### src/rtl/arith_pkg.sv
// Shared opcodes and IEEE-754 single-precision constants for the execute-stage arithmetic unit.
// No logic; pure definitions.
// Imported by arithmetic_unit and fp_add_sub.
package arith_pkg;

  localparam logic [2:0] OP_ADD  = 3'b000;
  localparam logic [2:0] OP_SUB  = 3'b001;
  localparam logic [2:0] OP_SLT  = 3'b010;
  localparam logic [2:0] OP_SLTU = 3'b011;
  localparam logic [2:0] OP_MULU = 3'b100;
  localparam logic [2:0] OP_FADD = 3'b101;
  localparam logic [2:0] OP_FSUB = 3'b110;
  localparam logic [2:0] OP_FMUL = 3'b111;

  localparam int FP_EXP_W = 8;
  localparam int FP_MAN_W = 23;

  // Signed 10 bits so exponent arithmetic can go below zero or past 255 without wrapping.
  localparam logic signed [9:0] FP_BIAS = 10'sd127;
  localparam logic [31:0]       FP_QNAN = 32'h7FC00000;

endpackage

### src/rtl/fp_add_sub.sv
// Single-precision add/subtract with truncation; denormal inputs flushed to zero.
// Purely combinational (zero latency).
// No handshake; result follows inputs.
module fp_add_sub
  import arith_pkg::*;
(
  input  logic [31:0] a_i,
  input  logic [31:0] b_i,
  input  logic        sub_i,
  output logic [31:0] res_o
);

  logic                 sa, sb, sx, sy, a_big, found;
  logic [FP_EXP_W-1:0]  ea, eb, ex, ey, d;
  logic [FP_MAN_W:0]    ma, mb, mx, my, my_al, norm;
  logic [FP_MAN_W+1:0]  sum;
  logic [4:0]           lz;
  logic signed [9:0]    e_res;
  logic                 unused_norm;

  assign unused_norm = norm[FP_MAN_W];

  // Order operands by magnitude, align, add/sub magnitudes, renormalise and pack.
  always_comb begin
    sa    = a_i[31];
    sb    = b_i[31] ^ sub_i;
    ea    = a_i[30:23];
    eb    = b_i[30:23];
    ma    = (ea == '0) ? '0 : {1'b1, a_i[22:0]};
    mb    = (eb == '0) ? '0 : {1'b1, b_i[22:0]};
    a_big = {ea, ma} >= {eb, mb};
    sx    = a_big ? sa : sb;
    sy    = a_big ? sb : sa;
    ex    = a_big ? ea : eb;
    ey    = a_big ? eb : ea;
    mx    = a_big ? ma : mb;
    my    = a_big ? mb : ma;
    d     = ex - ey;
    my_al = (d >= 8'd25) ? '0 : (my >> d);
    sum   = (sx == sy) ? ({1'b0, mx} + {1'b0, my_al}) : ({1'b0, mx} - {1'b0, my_al});

    lz    = 5'd0;
    found = 1'b0;
    for (int i = 23; i >= 0; i--) begin
      if (!found && sum[i]) begin
        lz    = 5'(23 - i);
        found = 1'b1;
      end
    end

    if (sum[24]) begin
      norm  = sum[24:1];
      e_res = $signed({2'b00, ex}) + 10'sd1;
    end else begin
      norm  = sum[23:0] << lz;
      e_res = $signed({2'b00, ex}) - $signed({5'b00000, lz});
    end

    if (ea == 8'hFF || eb == 8'hFF) begin
      res_o = FP_QNAN;
    end else if (sum == '0) begin
      res_o = 32'h0;
    end else if (e_res <= 10'sd0) begin
      res_o = {sx, 31'h0};
    end else if (e_res >= 10'sd255) begin
      res_o = {sx, 8'hFF, 23'h0};
    end else begin
      res_o = {sx, e_res[7:0], norm[22:0]};
    end
  end

endmodule

### src/rtl/arithmetic_unit.sv
// Execute-stage integer/FP arithmetic unit, 32-bit operands, 64-bit registered result.
// Latency 1 cycle: a/b/op sampled at a rising edge appear on out after that edge.
// No backpressure; a new operation is accepted every cycle.
module arithmetic_unit
  import arith_pkg::*;
(
  input  logic        clk,
  input  logic        rst,
  input  logic [31:0] a,
  input  logic [31:0] b,
  input  logic [2:0]  op,
  output logic [63:0] out
);

  logic [63:0]        out_q, out_d;
  logic [32:0]        add_w, sub_w;
  logic [63:0]        mul_w;
  logic [31:0]        fadd_w, fmul_w;
  logic               fm_s;
  logic [23:0]        fm_ma, fm_mb;
  logic [47:0]        fm_p;
  logic signed [9:0]  fm_e;
  logic [22:0]        fm_man;
  logic               unused_fm_bits;

  assign add_w = {1'b0, a} + {1'b0, b};
  assign sub_w = {1'b0, a} - {1'b0, b};
  assign mul_w = 64'(a) * 64'(b);
  assign unused_fm_bits = ^fm_p[22:0];

  fp_add_sub u_fp_add_sub (
    .a_i   (a),
    .b_i   (b),
    .sub_i (op == OP_FSUB),
    .res_o (fadd_w)
  );

  // FP multiply: 24x24 significand product, one-bit normalise, truncate, clamp exponent.
  always_comb begin
    fm_s  = a[31] ^ b[31];
    fm_ma = {1'b1, a[22:0]};
    fm_mb = {1'b1, b[22:0]};
    fm_p  = fm_ma * fm_mb;
    fm_e  = $signed({2'b00, a[30:23]}) + $signed({2'b00, b[30:23]}) - FP_BIAS;
    if (fm_p[47]) begin
      fm_man = fm_p[46:24];
      fm_e   = fm_e + 10'sd1;
    end else begin
      fm_man = fm_p[45:23];
    end

    if (a[30:23] == 8'hFF || b[30:23] == 8'hFF) begin
      fmul_w = FP_QNAN;
    end else if (a[30:23] == 8'h00 || b[30:23] == 8'h00) begin
      fmul_w = {fm_s, 31'h0};
    end else if (fm_e <= 10'sd0) begin
      fmul_w = {fm_s, 31'h0};
    end else if (fm_e >= 10'sd255) begin
      fmul_w = {fm_s, 8'hFF, 23'h0};
    end else begin
      fmul_w = {fm_s, fm_e[7:0], fm_man};
    end
  end

  // Select the result for the current opcode.
  always_comb begin
    out_d = '0;
    case (op)
      OP_ADD:  out_d = {31'h0, add_w};
      OP_SUB:  out_d = {{31{sub_w[32]}}, sub_w};
      OP_SLT:  out_d = {63'h0, $signed(a) < $signed(b)};
      OP_SLTU: out_d = {63'h0, a < b};
      OP_MULU: out_d = mul_w;
      OP_FADD: out_d = {32'h0, fadd_w};
      OP_FSUB: out_d = {32'h0, fadd_w};
      OP_FMUL: out_d = {32'h0, fmul_w};
      default: out_d = '0;
    endcase
  end

  // Single result register; reset wins over any opcode.
  always_ff @(posedge clk) begin
    if (rst) out_q <= '0;
    else     out_q <= out_d;
  end

  assign out = out_q;

endmodule

### config.mk
export PLATFORM = sky130hd
export DESIGN_NAME = arithmetic_unit
export DESIGN_NICKNAME = d
export VERILOG_FILES = /design/src/rtl/arith_pkg.sv /design/src/rtl/fp_add_sub.sv /design/src/rtl/arithmetic_unit.sv
export SDC_FILE = /design/constraint.sdc
export NUM_CORES = 2
export LEC_CHECK = 0
export CORE_MARGIN = 2
export CORE_UTILIZATION = 54
export DETAILED_ROUTE_END_ITERATION = 12
export PLACE_DENSITY = 0.71
export RECOVER_POWER = 100
export SLEW_MARGIN = 20
export SYNTH_ARGS = -nofsm -noshare
export SYNTH_HDL_FRONTEND = slang
export SYNTH_SLANG_ARGS = --single-unit
### constraint.sdc
create_clock -name clk -period 19.15 [get_ports clk]
set_clock_uncertainty 0.2 [all_clocks]
set_input_delay 2.8725 -clock clk [delete_from_list [all_inputs] [get_ports clk]]
set_output_delay 2.8725 -clock clk [all_outputs]
set_load 0.01 [all_outputs]
# --- After elaboration in Yosys (flattened, before gate mapping) ---
# Cells that the tools add are included.
classes:
  n_mux: 69
  shift: 2
  multipliers: 2
  n_addsub: 10
  n_eq_ne: 10
  magnitude_cmp: 8
  reduce_logical: 53
  bitwise_logic: 2
ops:
  columns: ["cell", "n"]
  rows:
  - ["64-bit one-hot mux with 7 select lines", 1]
  - ["31-bit two-way mux", 5]
  - ["24-bit two-way mux", 5]
  - ["32-bit two-way mux", 3]
  - ["32-bit < comparator", 2]
  - ["32-bit by 32-bit multiplier with 64-bit output", 1]
  - ["24-bit by 24-bit multiplier with 48-bit output", 1]
  - ["23-bit two-way mux", 2]
  - ["5-bit two-way mux", 8]
  - ["32-bit by 32-bit adder with 33-bit output", 1]
  - ["32-bit by 32-bit subtractor with 33-bit output", 1]
  - ["32-bit >= comparator", 1]
  - ["4-bit two-way mux", 8]
  - ["1-bit two-way mux", 26]
  - ["24-bit by 24-bit adder with 25-bit output", 1]
  - ["25-bit zero test", 1]
  - ["25-bit two-way mux", 1]
  - ["24-bit by 24-bit subtractor with 25-bit output", 1]
  - ["24-bit by 5-bit left shift with 23-bit output", 1]
  - ["24-bit by 8-bit right shift with 24-bit output", 1]
  - ["1-bit logical AND", 23]
  - ["1-bit zero test", 23]
  - ["10-bit by 9-bit >= comparator with 1-bit output, second input constant", 2]
  - ["10-bit by 1-bit less-or-equal comparator with 1-bit output, second input constant", 2]
  - ["21 further kinds", 35]
word_totals:
  input_bits: 69
  word_cells: 157
  reg_bits: 64
  out_inout_bits: 64

# --- Longest topological paths before layout ---
logic_depth:
  depth_word: 87
  ltp_mapped: 70
  depth_no_buf: 58

# --- Cells and area by module ---
# Synthesis repeated with hierarchy kept, for this count alone.
unflattened:
  hier_cells: 7626
  hier_area_um2: 64411.8
modules_own_cells:
  columns: ["mod", "seq_area_each_um2", "area_each_um2", "cells_each", "n_inst"]
  rows:
  - ["arithmetic_unit", 1281.2, 55629.6, 6282, 1]
  - ["fp_add_sub", 0.0, 8782.2, 1344, 1]

# --- Worst setup path after synthesis ---
# OpenSTA, ideal clock, no wires.
synth_timing:
  kind: "input-to-reg"
  from: "in b[25]"
  to: "reg out_q[11] (netlist: out[11])"
  cell_stages: 61
  slack_ns: 2.306
  arrival_ns: 16.528
  setup_time_ns: 0.116
  cell_sequence: "clkbuf_1 -> nor4_1 -> nand2_1 -> clkbuf_1 -> buf_1 -> clkbuf_1 -> nand2_1 -> inv_1 -> ha_1 -> nand2b_1 -> a2111oi_2 -> nor4_1 -> o311a_1 -> o31ai_2 -> nand2_1 -> clkbuf_1 -> buf_1 -> clkbuf_1 -> (+25 left out) -> clkbuf_1 -> a21oi_1 -> clkbuf_1 -> ha_1 -> inv_1 -> fa_1 -> a21o_1 -> a21oi_1 -> nor2b_1 -> or3_1 -> nor3_1 -> a21oi_1 -> nor4_1 -> mux2i_1 -> and4b_1 -> buf_4 -> and3_1 -> o211a_1"
synth_via:
  elab_chain_cells: 87
synth_rtl:
  columns: ["element", "line", "source"]
  rows:
  - ["from (decl)", "arithmetic_unit.sv:10", "input logic [31:0] b,"]
  - ["8-bit zero test", "fp_add_sub.sv:30, arithmetic_unit.sv:54", null]
  - ["24-bit two-way mux", "fp_add_sub.sv:30", "mb = (eb == '0) ? '0 : {1'b1, b_i[22:0]};"]
  - ["32-bit >= comparator", "fp_add_sub.sv:31", "a_big = {ea, ma} >= {eb, mb};"]
  - ["8-bit two-way mux, on equally long branches", "fp_add_sub.sv:34, fp_add_sub.sv:35", null]
  - ["8-bit subtractor", "fp_add_sub.sv:38", "d = ex - ey;"]
  - ["24-bit by 8-bit right shift with 24-bit output or 8-bit by 5-bit >= comparator with 1-bit output (tied branches)", "fp_add_sub.sv:39", "my_al = (d >= 8'd25) ? '0 : (my >> d);"]
  - ["24-bit two-way mux", "fp_add_sub.sv:39", null]
  - ["24-bit by 24-bit subtractor with 25-bit output or 24-bit by 24-bit adder with 25-bit output (tied branches)", "fp_add_sub.sv:40", "sum = (sx == sy) ? ({1'b0, mx} + {1'b0, my_al}) : ({1'b0, mx} - {1'b0, my_al});"]
  - ["(+71 left out)", null, null]
  - ["8-bit by 5-bit subtractor with 9-bit output", "fp_add_sub.sv:56", "e_res = $signed({2'b00, ex}) - $signed({5'b00000, lz});"]
  - ["10-bit two-way mux", "fp_add_sub.sv:51", "if (sum[24]) begin"]
  - ["10-bit by 9-bit >= comparator with 1-bit output", "fp_add_sub.sv:65", "end else if (e_res >= 10'sd255) begin"]
  - ["31-bit two-way mux", "fp_add_sub.sv:65", null]
  - ["31-bit two-way mux", "fp_add_sub.sv:63", "end else if (e_res <= 10'sd0) begin"]
  - ["32-bit two-way mux", "fp_add_sub.sv:61", "end else if (sum == '0) begin"]
  - ["32-bit two-way mux", "fp_add_sub.sv:59", "if (ea == 8'hFF || eb == 8'hFF) begin"]
  - ["64-bit one-hot mux with 7 select lines (*)", "arithmetic_unit.sv:68", "case (op)"]
  - ["to (signal assigned)", "arithmetic_unit.sv:84", "else out_q <= out_d;"]
  - ["to (decl)", "arithmetic_unit.sv:15", "logic [63:0] out_q, out_d;"]
# Every way passes the cells marked *; elsewhere a longest branch is shown, timed or not.
# A chain may end at the register's enable or synchronous reset.

# --- Worst setup path in the final report ---
layout_timing:
  from: "in a[0]"
  to: "reg out_q[15] (netlist: out[15])"
layout_via:
  elab_chain_cells: 86
layout_rtl:
  columns: ["element", "line", "source"]
  rows:
  - ["from (decl)", "arithmetic_unit.sv:9", "input logic [31:0] a,"]
  - ["24-bit two-way mux", "fp_add_sub.sv:29", "ma = (ea == '0) ? '0 : {1'b1, a_i[22:0]};"]
  - ["32-bit >= comparator", "fp_add_sub.sv:31", null]
  - ["8-bit two-way mux, on equally long branches", "fp_add_sub.sv:34, fp_add_sub.sv:35", null]
  - ["8-bit subtractor", "fp_add_sub.sv:38", null]
  - ["24-bit by 8-bit right shift with 24-bit output or 8-bit by 5-bit >= comparator with 1-bit output (tied branches)", "fp_add_sub.sv:39", null]
  - ["24-bit two-way mux", "fp_add_sub.sv:39", null]
  - ["24-bit by 24-bit subtractor with 25-bit output or 24-bit by 24-bit adder with 25-bit output (tied branches)", "fp_add_sub.sv:40", null]
  - ["25-bit two-way mux", "fp_add_sub.sv:40", null]
  - ["(+70 left out)", null, null]
  - ["8-bit by 5-bit subtractor with 9-bit output", "fp_add_sub.sv:56", null]
  - ["10-bit two-way mux", "fp_add_sub.sv:51", null]
  - ["10-bit by 9-bit >= comparator with 1-bit output", "fp_add_sub.sv:65", null]
  - ["31-bit two-way mux", "fp_add_sub.sv:65", null]
  - ["31-bit two-way mux", "fp_add_sub.sv:63", null]
  - ["32-bit two-way mux", "fp_add_sub.sv:61", null]
  - ["32-bit two-way mux", "fp_add_sub.sv:59", null]
  - ["64-bit one-hot mux with 7 select lines (*)", "arithmetic_unit.sv:68", null]
# Marked as above.

==> impl_metrics.ini <==
[timing]
grt_setup_unrepaired = no
layout_min_cycle_time_ps = 18010
fin_crit_sh_pct = 94.05
setup_tns_ps = 0
tightest_slew_ps = 2847
finalSetupViolCount = 0
finalHoldViolCount = 0
fmax_mhz = 55.52
relSlewSlack_pct = -89.77
slew_violations = 89
hold_slack_ps = 3062

[synth]
ys_async_sr_fraction_pct = 0
ys_ff_latch = 64
synth_edf_count = 0
yosys-top-cells-area = fa_1 45%, ha_1 11%, inv_1 10%
ys_seq_area_share_pct = 2.059
yosysWarnings = 0
avgSynthCellArea_um2 = 8.546
syn_nets = 9302
netlist_area_mm2 = 0.06223
yosys.cell_types.count = 104
synth_top_cell_area_share_pct = 44.65
ys.flop_type = dfxtp_1
netlist_instances = 7282
yosys.area.top_type = fa_1

[floorplan]
core_mm2 = 0.1143
fp.dieH_um = 343.5
die_area_mm2 = 0.1180
pin_count = 133
num_rows = 124
die-width_um = 343.5
start_util_pct = 54.43

[worst_setup_path]
worst_path_max_delay_cell = clkbuf_1
crit_path_end_kind = flip-flop
start_kind = input pin
crit_type = in -> reg
cpPeakStageDelay_ps = 1360
cp-endpoint = out[15]
cp.required_ps = 19270
critPathArrivalTime_ps = 18130
startpoint = a[0]
worst-path-max-fanout = 46

[clock_network]
path_clk_slew_ps = 70
hold_buffers = 0
cts.sinks = 64
cts_buffer_depth = 2
cts_buffers = 9
root_buffer = clkbuf_16
cts_max_level = 3
cts_tree = yes

[worst_hold_path]
hp-class = in -> reg
min-delay-start = op[0]

[grt]
grt_usage_pct = 37.79
grt_pass1_wl_um = 332300
grt_overflow = 0
grt_pass1_vias = 54523
antenna_found_initial = 20
grt_max_degree = 57

[detailed_routing]
via_count = 52341
post_drt_wl_per_cell_um = 24.89
via_per_inst = 5.992
drt_iter0_drc = 5330
firstDrtPassIters = 7
drt_wl_total_um = 217400
drtAntennaViolNets = 0
drcViolationCount = 0

[cells_and_area]
utilization_pct = 57.08
fin_nets = 9237
final_common_cell = inv_1
layout_common_cells = 1689 x inv_1, 1388 x fa_1, 848 x nand2_1, 563 x ha_1, 326 x nor2_1
largest_reg_flops = 64
drive_above_1_share_pct = 3.780
area_delta_synth_final_pct = 4.882
stdcell_count = 8735

[run]
maxCapViolCount = 3

[outcome]
status = finished with violations
failed_checks = max-capacitance violations, max-slew violations

[place]
numPortBuffers = 132
place.detailed.hpwl_um = 175600
routabilityCongestion = 1.066
dp.cells = 8718
[cells in the mapped netlist, drive strengths merged, types with 54 or more instances]
cell type  instances
inv             1694
fa              1388
nand2            851
ha               563
nor2             329
and2             328
clkbuf           283
a21oi            275
o21ai            213
xnor2            109
nor3              94
nand3             92
a21o              78
dfxtp             64
mux2i             64
xor2              56
buf               54
[cell families after synthesis]
| group | Yosys count | share of synthesized area (%) |
|---|---|---|
| adder cells (fa/ha/maj) | 1951 | 55.97 |
| buffers and inverters | 2042 | 12.41 |
| XOR/XNOR | 165 | 2.334 |
| multiplexers | 96 | 1.789 |
| flip-flops | 64 | 2.059 |
| AO/OA/AOI/OAI | 1014 | 10.77 |
| AND/OR/NAND/NOR | 1950 | 14.67 |
[cell type report]
class                   instances  area (um2)
clock inverters                 7       102.6
flip-flops and latches         64        1281
fillers                     10347       49070
diodes                          1       2.502
multi-input cells            5176       53270
clock buffers                   9       225.2
well taps                    1512        1892
inverters                    1705        6400
repair buffers                261        2097
[worst min path at each step]
| stage | end | slack, ps | depth (start not counted) |
|---|---|---|---|
| 2_1_floorplan | out[30] | 2930 | 3 |
| 3_3_place_gp | out[35] | 3410 | 1 |
| 3_5_place_dp | out[44] | 3410 | 1 |
| 4_1_cts | out[12] | 3020 | 5 |
| 5_1_grt | out[12] | 3060 | 5 |
| 6_report | out[12] | 3060 | 5 |
[critical path, delay by kind of cell]
kind | cells | cell delay [ps]
AOI/OAI and AO/OA | 14 | 4290
adders and majority gates | 8 | 3050
buffers and inverters | 10 | 4720
and+or+nand+nor | 5 | 3110
[metrics by stage]
step,setup WS (ps),area (um2)
global route,196.1,65270
detailed placement,1093,64980
finish,1140,65270
floorplan,2306,62230
CTS,1436,65310
global placement,1098,64980
[what timing repair did]
| item | 4_1_cts | 5_1_grt |
|---|---|---|
| resized for setup | 0 | 1 |
| hold endpoints to repair | 0 | 0 |
| endpoints found under the setup margin | 0 | 1 |
| buffers inserted | 0 | 0 |
[routing by layer]
layer  vias up  global-route usage, %  part of all wire, %
met5         -                      0                0.077
met4        24                  21.28                  7.1
met3       703                  8.637                   11
met2      2914                  59.23                   45
met1     26239                  48.47                   37
li1      22461                      -                    -
Power is left out: the tool's default activity adds up to more than one toggle a clock period on the data nets, which glitch-free logic cannot reach.
